<file path="config.mk">
export PLATFORM = sky130hd
export DESIGN_NAME = switch_allocator
export DESIGN_NICKNAME = d
export VERILOG_FILES = /design/src/rtl/switch_allocator.sv
export SDC_FILE = /design/constraint.sdc
export NUM_CORES = 1
export LEC_CHECK = 0
export CAP_MARGIN = 20
export CORE_ASPECT_RATIO = 1.4
export CORE_MARGIN = 5
export CORE_UTILIZATION = 30
export CTS_CLUSTER_DIAMETER = 80
export DETAILED_ROUTE_END_ITERATION = 6
export HOLD_SLACK_MARGIN = 0.05
export PLACE_DENSITY = 0.72
export RECOVER_POWER = 100
export SKIP_CTS_REPAIR_TIMING = 1
export SLEW_MARGIN = 10
export SYNTH_ARGS = -nofsm -noshare
export SYNTH_HDL_FRONTEND = slang
export SYNTH_SLANG_ARGS = --single-unit
</file>
<file path="constraint.sdc">
create_clock -name clk -period 4.88 [get_ports clk]
set_clock_uncertainty 0.1 [all_clocks]
set_input_delay 0.488 -clock clk [delete_from_list [all_inputs] [get_ports clk]]
set_output_delay 0.488 -clock clk [all_outputs]
set_load 0.01 [all_outputs]
</file>
<file path="src/rtl/switch_allocator.sv">
// switch_allocator: per-output round-robin path allocator holding each input->output path until the packet tail
module switch_allocator #(
   parameter int INPUTS        = 4,
   parameter int OUTPUTS       = 4,
   parameter int REQUEST_WIDTH = 32
) (
   input  logic                               clk,
   input  logic                               rst_n,
   input  logic [INPUTS-1:0]                  req_valid,
   input  logic [INPUTS*REQUEST_WIDTH-1:0]    req_port,
   input  logic [INPUTS-1:0]                  valid_in,
   input  logic [INPUTS-1:0]                  ready_in,
   input  logic [INPUTS-1:0]                  tail_in,
   output logic [OUTPUTS*REQUEST_WIDTH-1:0]   routeSelect,
   output logic [OUTPUTS-1:0]                 outputBusy,
   output logic [INPUTS-1:0]                  PortReserved,
   output logic [INPUTS-1:0]                  grant
);
   localparam int IW = INPUTS > 1 ? $clog2(INPUTS) : 1;
   typedef enum logic {IDLE, BUSY} state_t;
   state_t                   st_q  [OUTPUTS];
   state_t                   st_d  [OUTPUTS];
   logic [IW-1:0]            own_q [OUTPUTS];
   logic [IW-1:0]            own_d [OUTPUTS];
   logic [IW-1:0]            ptr_q [OUTPUTS];
   logic [IW-1:0]            ptr_d [OUTPUTS];
   logic [INPUTS-1:0]        grant_q, grant_d, hs, reserved;
   logic [REQUEST_WIDTH-1:0] field [INPUTS];
   logic [IW-1:0]            idx;
   logic                     found;
   int                       s;
   assign hs           = valid_in & ready_in & tail_in;
   assign PortReserved = reserved;
   assign grant        = grant_q;
   // outputs decoded purely from registered path state, so no input reaches an output combinationally
   always_comb begin
      reserved    = '0;
      routeSelect = '0;
      outputBusy  = '0;
      for (int o = 0; o < OUTPUTS; o++) begin
         outputBusy[o] = st_q[o] == BUSY;
         routeSelect[o*REQUEST_WIDTH +: REQUEST_WIDTH] = st_q[o] == BUSY ? REQUEST_WIDTH'(own_q[o]) : '0;
         if (st_q[o] == BUSY) reserved[own_q[o]] = 1'b1;
      end
   end
   // release busy outputs on the owner's tail handshake; idle outputs pick the first eligible input from ptr
   always_comb begin
      st_d    = st_q;
      own_d   = own_q;
      ptr_d   = ptr_q;
      grant_d = '0;
      idx     = '0;
      found   = 1'b0;
      s       = 0;
      for (int i = 0; i < INPUTS; i++) field[i] = req_port[i*REQUEST_WIDTH +: REQUEST_WIDTH];
      for (int o = 0; o < OUTPUTS; o++) begin
         if (st_q[o] == BUSY) begin
            if (hs[own_q[o]]) begin
               st_d[o]  = IDLE;
               ptr_d[o] = own_q[o] == IW'(INPUTS-1) ? '0 : own_q[o] + 1'b1;
            end
         end else begin
            found = 1'b0;
            for (int k = 0; k < INPUTS; k++) begin
               s   = int'(ptr_q[o]) + k;
               s   = s >= INPUTS ? s - INPUTS : s;
               idx = IW'(s);
               if (!found && req_valid[idx] && field[idx] == REQUEST_WIDTH'(o) && !reserved[idx]) begin
                  found       = 1'b1;
                  st_d[o]     = BUSY;
                  own_d[o]    = idx;
                  grant_d[idx] = 1'b1;
               end
            end
         end
      end
   end
   // path state registers; reset drops every path immediately
   always_ff @(posedge clk or negedge rst_n) begin
      if (!rst_n) begin
         for (int o = 0; o < OUTPUTS; o++) begin
            st_q[o]  <= IDLE;
            own_q[o] <= '0;
            ptr_q[o] <= '0;
         end
         grant_q <= '0;
      end else begin
         st_q    <= st_d;
         own_q   <= own_d;
         ptr_q   <= ptr_d;
         grant_q <= grant_d;
      end
   end
endmodule

</file>
==> impl_metrics.toml, run 1 <==
[floorplanning]
die_area_um2 = 22100
core_area_um2 = 19100
die_w_um = 127
die_h_um = 174
row_count = 60
ios = 286
start_util = 0.302

[detailed_routing]
vias_per_cell = 5.66
drt_wl_total_um = 23800
drc = 0
first_pass_iters = 6
num_vias = 6610
drt_iter0_markers = 538
avgRoutedWirePerCell_um = 20.4
antenna_left = 0

[global_routing]
grt_pass1_vias = 6428
grt_max_degree = 29
antenna_found_initial = 0
grt_pass1_wl_um = 35500
grt_overflow = 0
grt_usage = 0.199

[worst_setup_path]
crit_type = "input pin to flip-flop"
critical_path_required_ns = 4.90
critPathLaunchType = "input pin"
r2r_cells = 10
critPathArrivalTime_ns = 4.13
worstSetupEndpointType = "flip-flop"
path_max_fanout = 9
r2r_slack_ns = 1.08

[synth]
synth_seq_cells = 24
synthSimpleGateAreaFrac = 0.320
yosys.area_share.adder = 0.0782
synth_top_cells_by_area = "buf_4, dfrtp_1, ha_1"
synth_top_family_by_area = "simple AND/OR/NAND/NOR gates"
yosysUniqueCellTypes = 93
synth_compound_area_frac = 0.231
synth_top_cell_area_share = 0.156
ys_warn_count = 0
yosys.area.top_type = "buf_4"
synthMuxAreaShare = 0.0591
avgSynthCellArea_um2 = 7.73
ys_seq_area_frac = 0.104
synth.cell_area_um2 = 5760
synthCells = 745
postSynth.asyncResetShare = 1.00
synth_edf_count = 0
ys.flop_type = "dfrtp_1"
synthXorXnorAreaFrac = 0.00608

[final_layout]
syn2layout_area_growth_pct = 28.8
drive_gt1_frac = 0.0826
antenna_cells = 0
final_area_um2 = 7420
fin_nets = 1103

[sta]
max_freq_mhz = 244
fin_crit_ns = 4.11
fin_tns_setup_ns = 0
fin_crit_sh = 0.841
tightest_slew_ns = 1.42
final-setup-viol-count = 0
rsz0062_at_grt = "false"
maxSlewViolCount = 0
slew_headroom = 0.0555
finalHoldViolations = 0
whs_ns = 0.425

[power]
worst_ir_drop_vdd_v = 0.0000972
leakage_nw = 2.87
p_sw_mw = 0.224
combPwrFrac = 0.409
internal-power_mw = 0.460
swShare = 0.328
seqPwrFrac = 0.296
power.density_nw_per_um2 = 92.2
clockPowerShare = 0.296

[clocking]
numCtsBuffers = 3
cts_tree = "done"
numClockSinks = 24
ctsRootBufferMaster = "clkbuf_16"
clk_pin_slew_worst_paths_ns = 0.07
htree_levels = 1
ctsLongestPathBuffers = 2
clk_latency_ns = 0.26

[placed_design]
portBuffers = 165
dp_hpwl_um = 20100
post_dp_cell_area_um2 = 7350
gp_congestion = 0.990

[flow_run]
maxCapViolations = 0

[run_status]
status = "finished clean"

[worst_hold_path]
hold_path.class = "flip-flop to flip-flop"
min_path_cells = 1
-- critical path, cell delays in order --
cell and delay, ns:
dlygate4sd3_1 0.53, nor3_1 0.65, nand4_1 0.32, o32ai_1 0.54, o21ai_0 0.41, mux2i_1 0.65, a21oi_1 0.19, a22oi_1 0.22
o2111ai_1 0.13
-- stage by stage --
step / cells / setup slack (ns) / utilization / power [mW]
final: 1168 / 0.774 / 0.389 / 0.684
after global routing: 1168 / 0.530 / 0.389 / 0.712
after CTS: 1168 / 1.38 / 0.390 / 0.685
after detailed placement: 1164 / 1.15 / 0.385 / 0.480
after global placement: 1164 / 1.15 / 0.385 / 0.480
after floorplan: 864 / 1.91 / - / 0.377
-- cell type report --
class | instances | area (um2)
multi-input cells | 661 | 4430
well taps | 248 | 310
clock buffers | 4 | 88.8
fillers | 1998 | 11700
repair buffers | 188 | 1820
inverters | 43 | 161
flip-flops and latches | 24 | 601
-- power by group through the flow --
stage / clock, mW / sequential [mW] / combinational (mW)
3_3_place_gp: 0 / 0.206 / 0.274
2_1_floorplan: 0 / 0.206 / 0.172
6_report: 0.202 / 0.202 / 0.279
3_5_place_dp: 0 / 0.206 / 0.275
5_1_grt: 0.211 / 0.202 / 0.299
4_1_cts: 0.207 / 0.202 / 0.276
-- worst paths after layout --
| path | start | end |
|---|---|---|
| worst max-delay path | req_port[39] | grant[3]$_DFF_PN0_ |
| worst min-delay path | own_q[2]$_DFFE_PN0P_ | ptr_q[2]$_DFFE_PN0P_ |
| worst max register to register | own_q[5]$_DFFE_PN0P_ | grant[3]$_DFF_PN0_ |
| worst min register to register | own_q[2]$_DFFE_PN0P_ | ptr_q[2]$_DFFE_PN0P_ |
| max in group asynchronous | rst_n | own_q[5]$_DFFE_PN0P_ |
| min in group asynchronous | rst_n | ptr_q[3]$_DFFE_PN0P_ |
-- Yosys cell counts (all sizes together) (8+ instances only) --
cell and instances:
ha 36, clkbuf 12, nand2 46, a2111oi 8, mux2 12, o211ai 8
a21oi 21, or2 12, nand4 36, nor3 24, nor2 34, a22oi 20
buf 124, a221oi 8, mux2i 8, or4 12, o221ai 8, nor4 44
nand3 36, or3 15, nor4b 8, inv 41, o21ai 12, dfrtp 24
-- registers in the layout (all words and copies together), names as in the netlist --
signal and flops:
grant 4, outputBusy 4, own_q 8, ptr_q 8
-- kinds of logic after synthesis --
| group | count (synthesis) |
|---|---|
| compound gates | 167 |
| xor+xnor | 4 |
| fa+ha+maj | 36 |
| buf+inv | 179 |
| flops | 24 |
| mux | 25 |
| other cells | 1 |
| simple gates | 309 |
-- routing by layer --
| metal | vias up | part of all wire | global-route usage |
|---|---|---|---|
| met4 | 0 | 0.047 | 0.0756 |
| met5 | - | 0 | 0 |
| met1 | 3048 | 0.36 | 0.223 |
| met3 | 82 | 0.088 | 0.0298 |
| met2 | 448 | 0.50 | 0.374 |
| li1 | 3032 | - | - |
-- layout by cell type (no fill, tap or decap), types with 6 or more instances in the layout --
| cell | instances |
|---|---|
| a2111oi_0 | 8 |
| a21o_1 | 6 |
| conb_1 | 120 |
| buf_4 | 22 |
| nand4_1 | 36 |
| o21a_1 | 6 |
| a22oi_1 | 20 |
| nor4_2 | 8 |
| nor4b_1 | 8 |
| nand3_1 | 36 |
| o21ai_0 | 11 |
| nor4_1 | 36 |
| clkdlybuf4s50_1 | 140 |
| or4_1 | 7 |
| mux2_2 | 11 |
| o32ai_1 | 6 |
| a221oi_1 | 8 |
| o221ai_1 | 8 |
| nand2_1 | 45 |
| nor2_1 | 34 |
| nor3_1 | 24 |
| or2_2 | 6 |
| ha_1 | 36 |
| nand4b_1 | 7 |
| dlygate4sd3_1 | 25 |
| dfrtp_1 | 24 |
| mux2i_1 | 8 |
| inv_1 | 40 |
| a21oi_1 | 20 |
| or3_1 | 14 |
| o211ai_1 | 8 |
Note: power is estimated with default switching activity, not from simulation.
==> inputs of run 2 (changes only) <==
--- a/config.mk
+++ b/config.mk
@@ -12,7 +12,7 @@
 export CTS_CLUSTER_DIAMETER = 80
 export DETAILED_ROUTE_END_ITERATION = 6
 export HOLD_SLACK_MARGIN = 0.05
-export PLACE_DENSITY = 0.72
+export PLACE_DENSITY = 0.74
 export RECOVER_POWER = 100
 export SKIP_CTS_REPAIR_TIMING = 1
 export SLEW_MARGIN = 10
==> constraint.sdc (replaced) <==
create_clock -name clk -period 3.53 [get_ports clk]
set_clock_uncertainty 0.1 [all_clocks]
set_input_delay 0.353 -clock clk [delete_from_list [all_inputs] [get_ports clk]]
set_output_delay 0.353 -clock clk [all_outputs]
set_load 0.01 [all_outputs]
==> run 2 against run 1 <==
  * Critical path depth increased by 2
  * First-iteration DRC count fell by 2.6%
  * Global-route usage is essentially flat
  * Non-clock buffer count increased by 61
  * Combinational power up 44%
  * Sequential cell count stayed put
  * Total power up 41%
  * Wire length grew 0.39%
  * Sequential power increased by 40%
  * Die area unchanged
  * Critical endpoint unchanged
  * Largest power group unchanged
  * Highest routed layer unchanged
==> impl_metrics.toml, run 2 (synthesis results as in run 1) <==
[worst_setup_path]
crit_family = "compound AO/OA/AOI/OAI gates"
path_depth = 11
critPathLaunch = "own_q[2]$_DFFE_PN0P_"
r2r-end = "grant[3]$_DFF_PN0_"
path_max_fanout = 5
critPathCapture = "grant[3]$_DFF_PN0_"
r2r_slack_ns = 0.20
crit_type = "flip-flop to flip-flop"
r2r-start = "own_q[2]$_DFFE_PN0P_"
cpPeakStageDelay_ns = 0.56
worstSetupEndpointType = "flip-flop"
critical_path_required_ns = 3.60
crit_chain = "inv_1 > ha_1 > a22oi_1 > buf_4 > and3_4 > nor3b_1 > o2111ai_2 > or3_1 > a2111oi_0 > a311oi_1 > o2111ai_1"
cp_slowest_cell = "a2111oi_0"
r2r_cells = 11
crit_buf_inv = 2
critPathArrivalTime_ns = 3.40
critPathLaunchType = "flip-flop"

[floorplanning]
start_util = 0.302
row_count = 60
die_h_um = 174
die_area_um2 = 22100
die_w_um = 127
ios = 286
core_area_um2 = 19100

[sta]
setup_slack_ns = 0.202
max_freq_mhz = 300
rsz0062_at_grt = "false"
whs_ns = 0.337
maxSlewViolCount = 0
fin_crit_sh = 0.943
fin_tns_setup_ns = 0
final-setup-viol-count = 0
slew_headroom = 0.332
finalHoldViolations = 0
tightest_slew_ns = 1.00
fin_crit_ns = 3.33

[detailed_routing]
num_vias = 6863
avgRoutedWirePerCell_um = 19.5
antenna_left = 0
first_pass_iters = 5
drt_wl_total_um = 23900
vias_per_cell = 5.58
drt_iter0_markers = 524
drc = 0

[placed_design]
dp_cells = 1225
gp_congestion = 1.03
post_dp_cell_area_um2 = 7810
portBuffers = 165
dp_hpwl_um = 20500
dp_slack_ns = 0.0225

[clocking]
numCtsBuffers = 3
numClockSinks = 24
ctsLongestPathBuffers = 2
cts_tree = "done"
clk_latency_ns = 0.26
clk_pin_slew_worst_paths_ns = 0.06
ctsRootBufferMaster = "clkbuf_16"
htree_levels = 1

[flow_run]
maxCapViolations = 0

[global_routing]
grt.met3_usage = 0.0375
grt_max_degree = 19
grt_pass1_vias = 6560
met1_usage = 0.218
grt_overflow = 0
grt_pass1_wl_um = 35300
grt_usage = 0.199
antenna_found_initial = 0
grt-busiest-layer = "met2"
grt_use_met2 = 0.359

[final_layout]
layout_commonest_cell = "clkdlybuf4s50_1"
reg_top3 = "own_q x8, ptr_q x8"
final_area_um2 = 7870
syn2layout_area_growth_pct = 36.7
utilization = 0.413
drive_gt1_frac = 0.137
final_cell_mix = "clkdlybuf4s50_1, conb_1, buf_4"
antenna_cells = 0
fin_nets = 1164
fin_cells = 1229

[power]
leakage_nw = 3.15
worst_ir_drop_vdd_v = 0.000134
power.density_nw_per_um2 = 122
fin_total_pwr_mw = 0.962

[run_status]
status = "finished clean"

[worst_hold_path]
hold_path.class = "input pin to async pin"
## run 2: cell count changes in the layout (fill, tap and decap cells not counted), moves of 2 or more
cell,previous run,this run
buf_4,22,75
clkdlybuf4s50_1,140,145
clkbuf_4,0,2
dlygate4sd3_1,25,20
clkbuf_1,1,7
## run 2: cell type report
class / count / area (um2)
well taps: 248 / 310
inverters: 43 / 161
clock buffers: 4 / 88.8
multi-input cells: 661 / 4460
flip-flops and latches: 24 / 601
fillers: 1982 / 11200
repair buffers: 249 / 2260
## run 2: power breakdown
| group | leakage, nW | switching, mW | total [mW] | internal [mW] |
|---|---|---|---|---|
| Combinational | 2.79 | 0.202 | 0.401 | 0.199 |
| Clock | 0.0442 | 0.106 | 0.279 | 0.174 |
| Sequential | 0.318 | 0.00498 | 0.282 | 0.277 |
| Total | 3.15 | 0.312 | 0.962 | 0.650 |
## run 2: worst min path at each step
stage / startpoint / endpoint / slack, ns / cells past startpoint
after CTS: rst_n / ptr_q[3]$_DFFE_PN0P_ / 0.29 / 1
final: rst_n / ptr_q[3]$_DFFE_PN0P_ / 0.34 / 1
after floorplan: rst_n / grant[0]$_DFF_PN0_ / -0.04 / 0
after detailed placement: own_q[4]$_DFFE_PN0P_ / ptr_q[4]$_DFFE_PN0P_ / 0.42 / 1
after global routing: rst_n / ptr_q[3]$_DFFE_PN0P_ / 0.35 / 1
after global placement: own_q[4]$_DFFE_PN0P_ / ptr_q[4]$_DFFE_PN0P_ / 0.41 / 1
## run 2: worst register-to-register path: cells and delay by family (launching register included)
| family | cells | cell delay [ns] |
|---|---|---|
| AO/OA/AOI/OAI | 5 | 1.23 |
| adder cells (fa/ha/maj) | 1 | 0.22 |
| AND/OR/NAND/NOR | 3 | 0.93 |
| buffers and inverters | 2 | 0.34 |
| flip-flops | 1 | 0.41 |
## run 2: layer usage
| metal | part of all wire | wire length (um) |
|---|---|---|
| met3 | 0.090 | 2160 |
| met1 | 0.35 | 8420 |
| met5 | 0 | 0 |
| met4 | 0.060 | 1430 |
| met2 | 0.50 | 11900 |
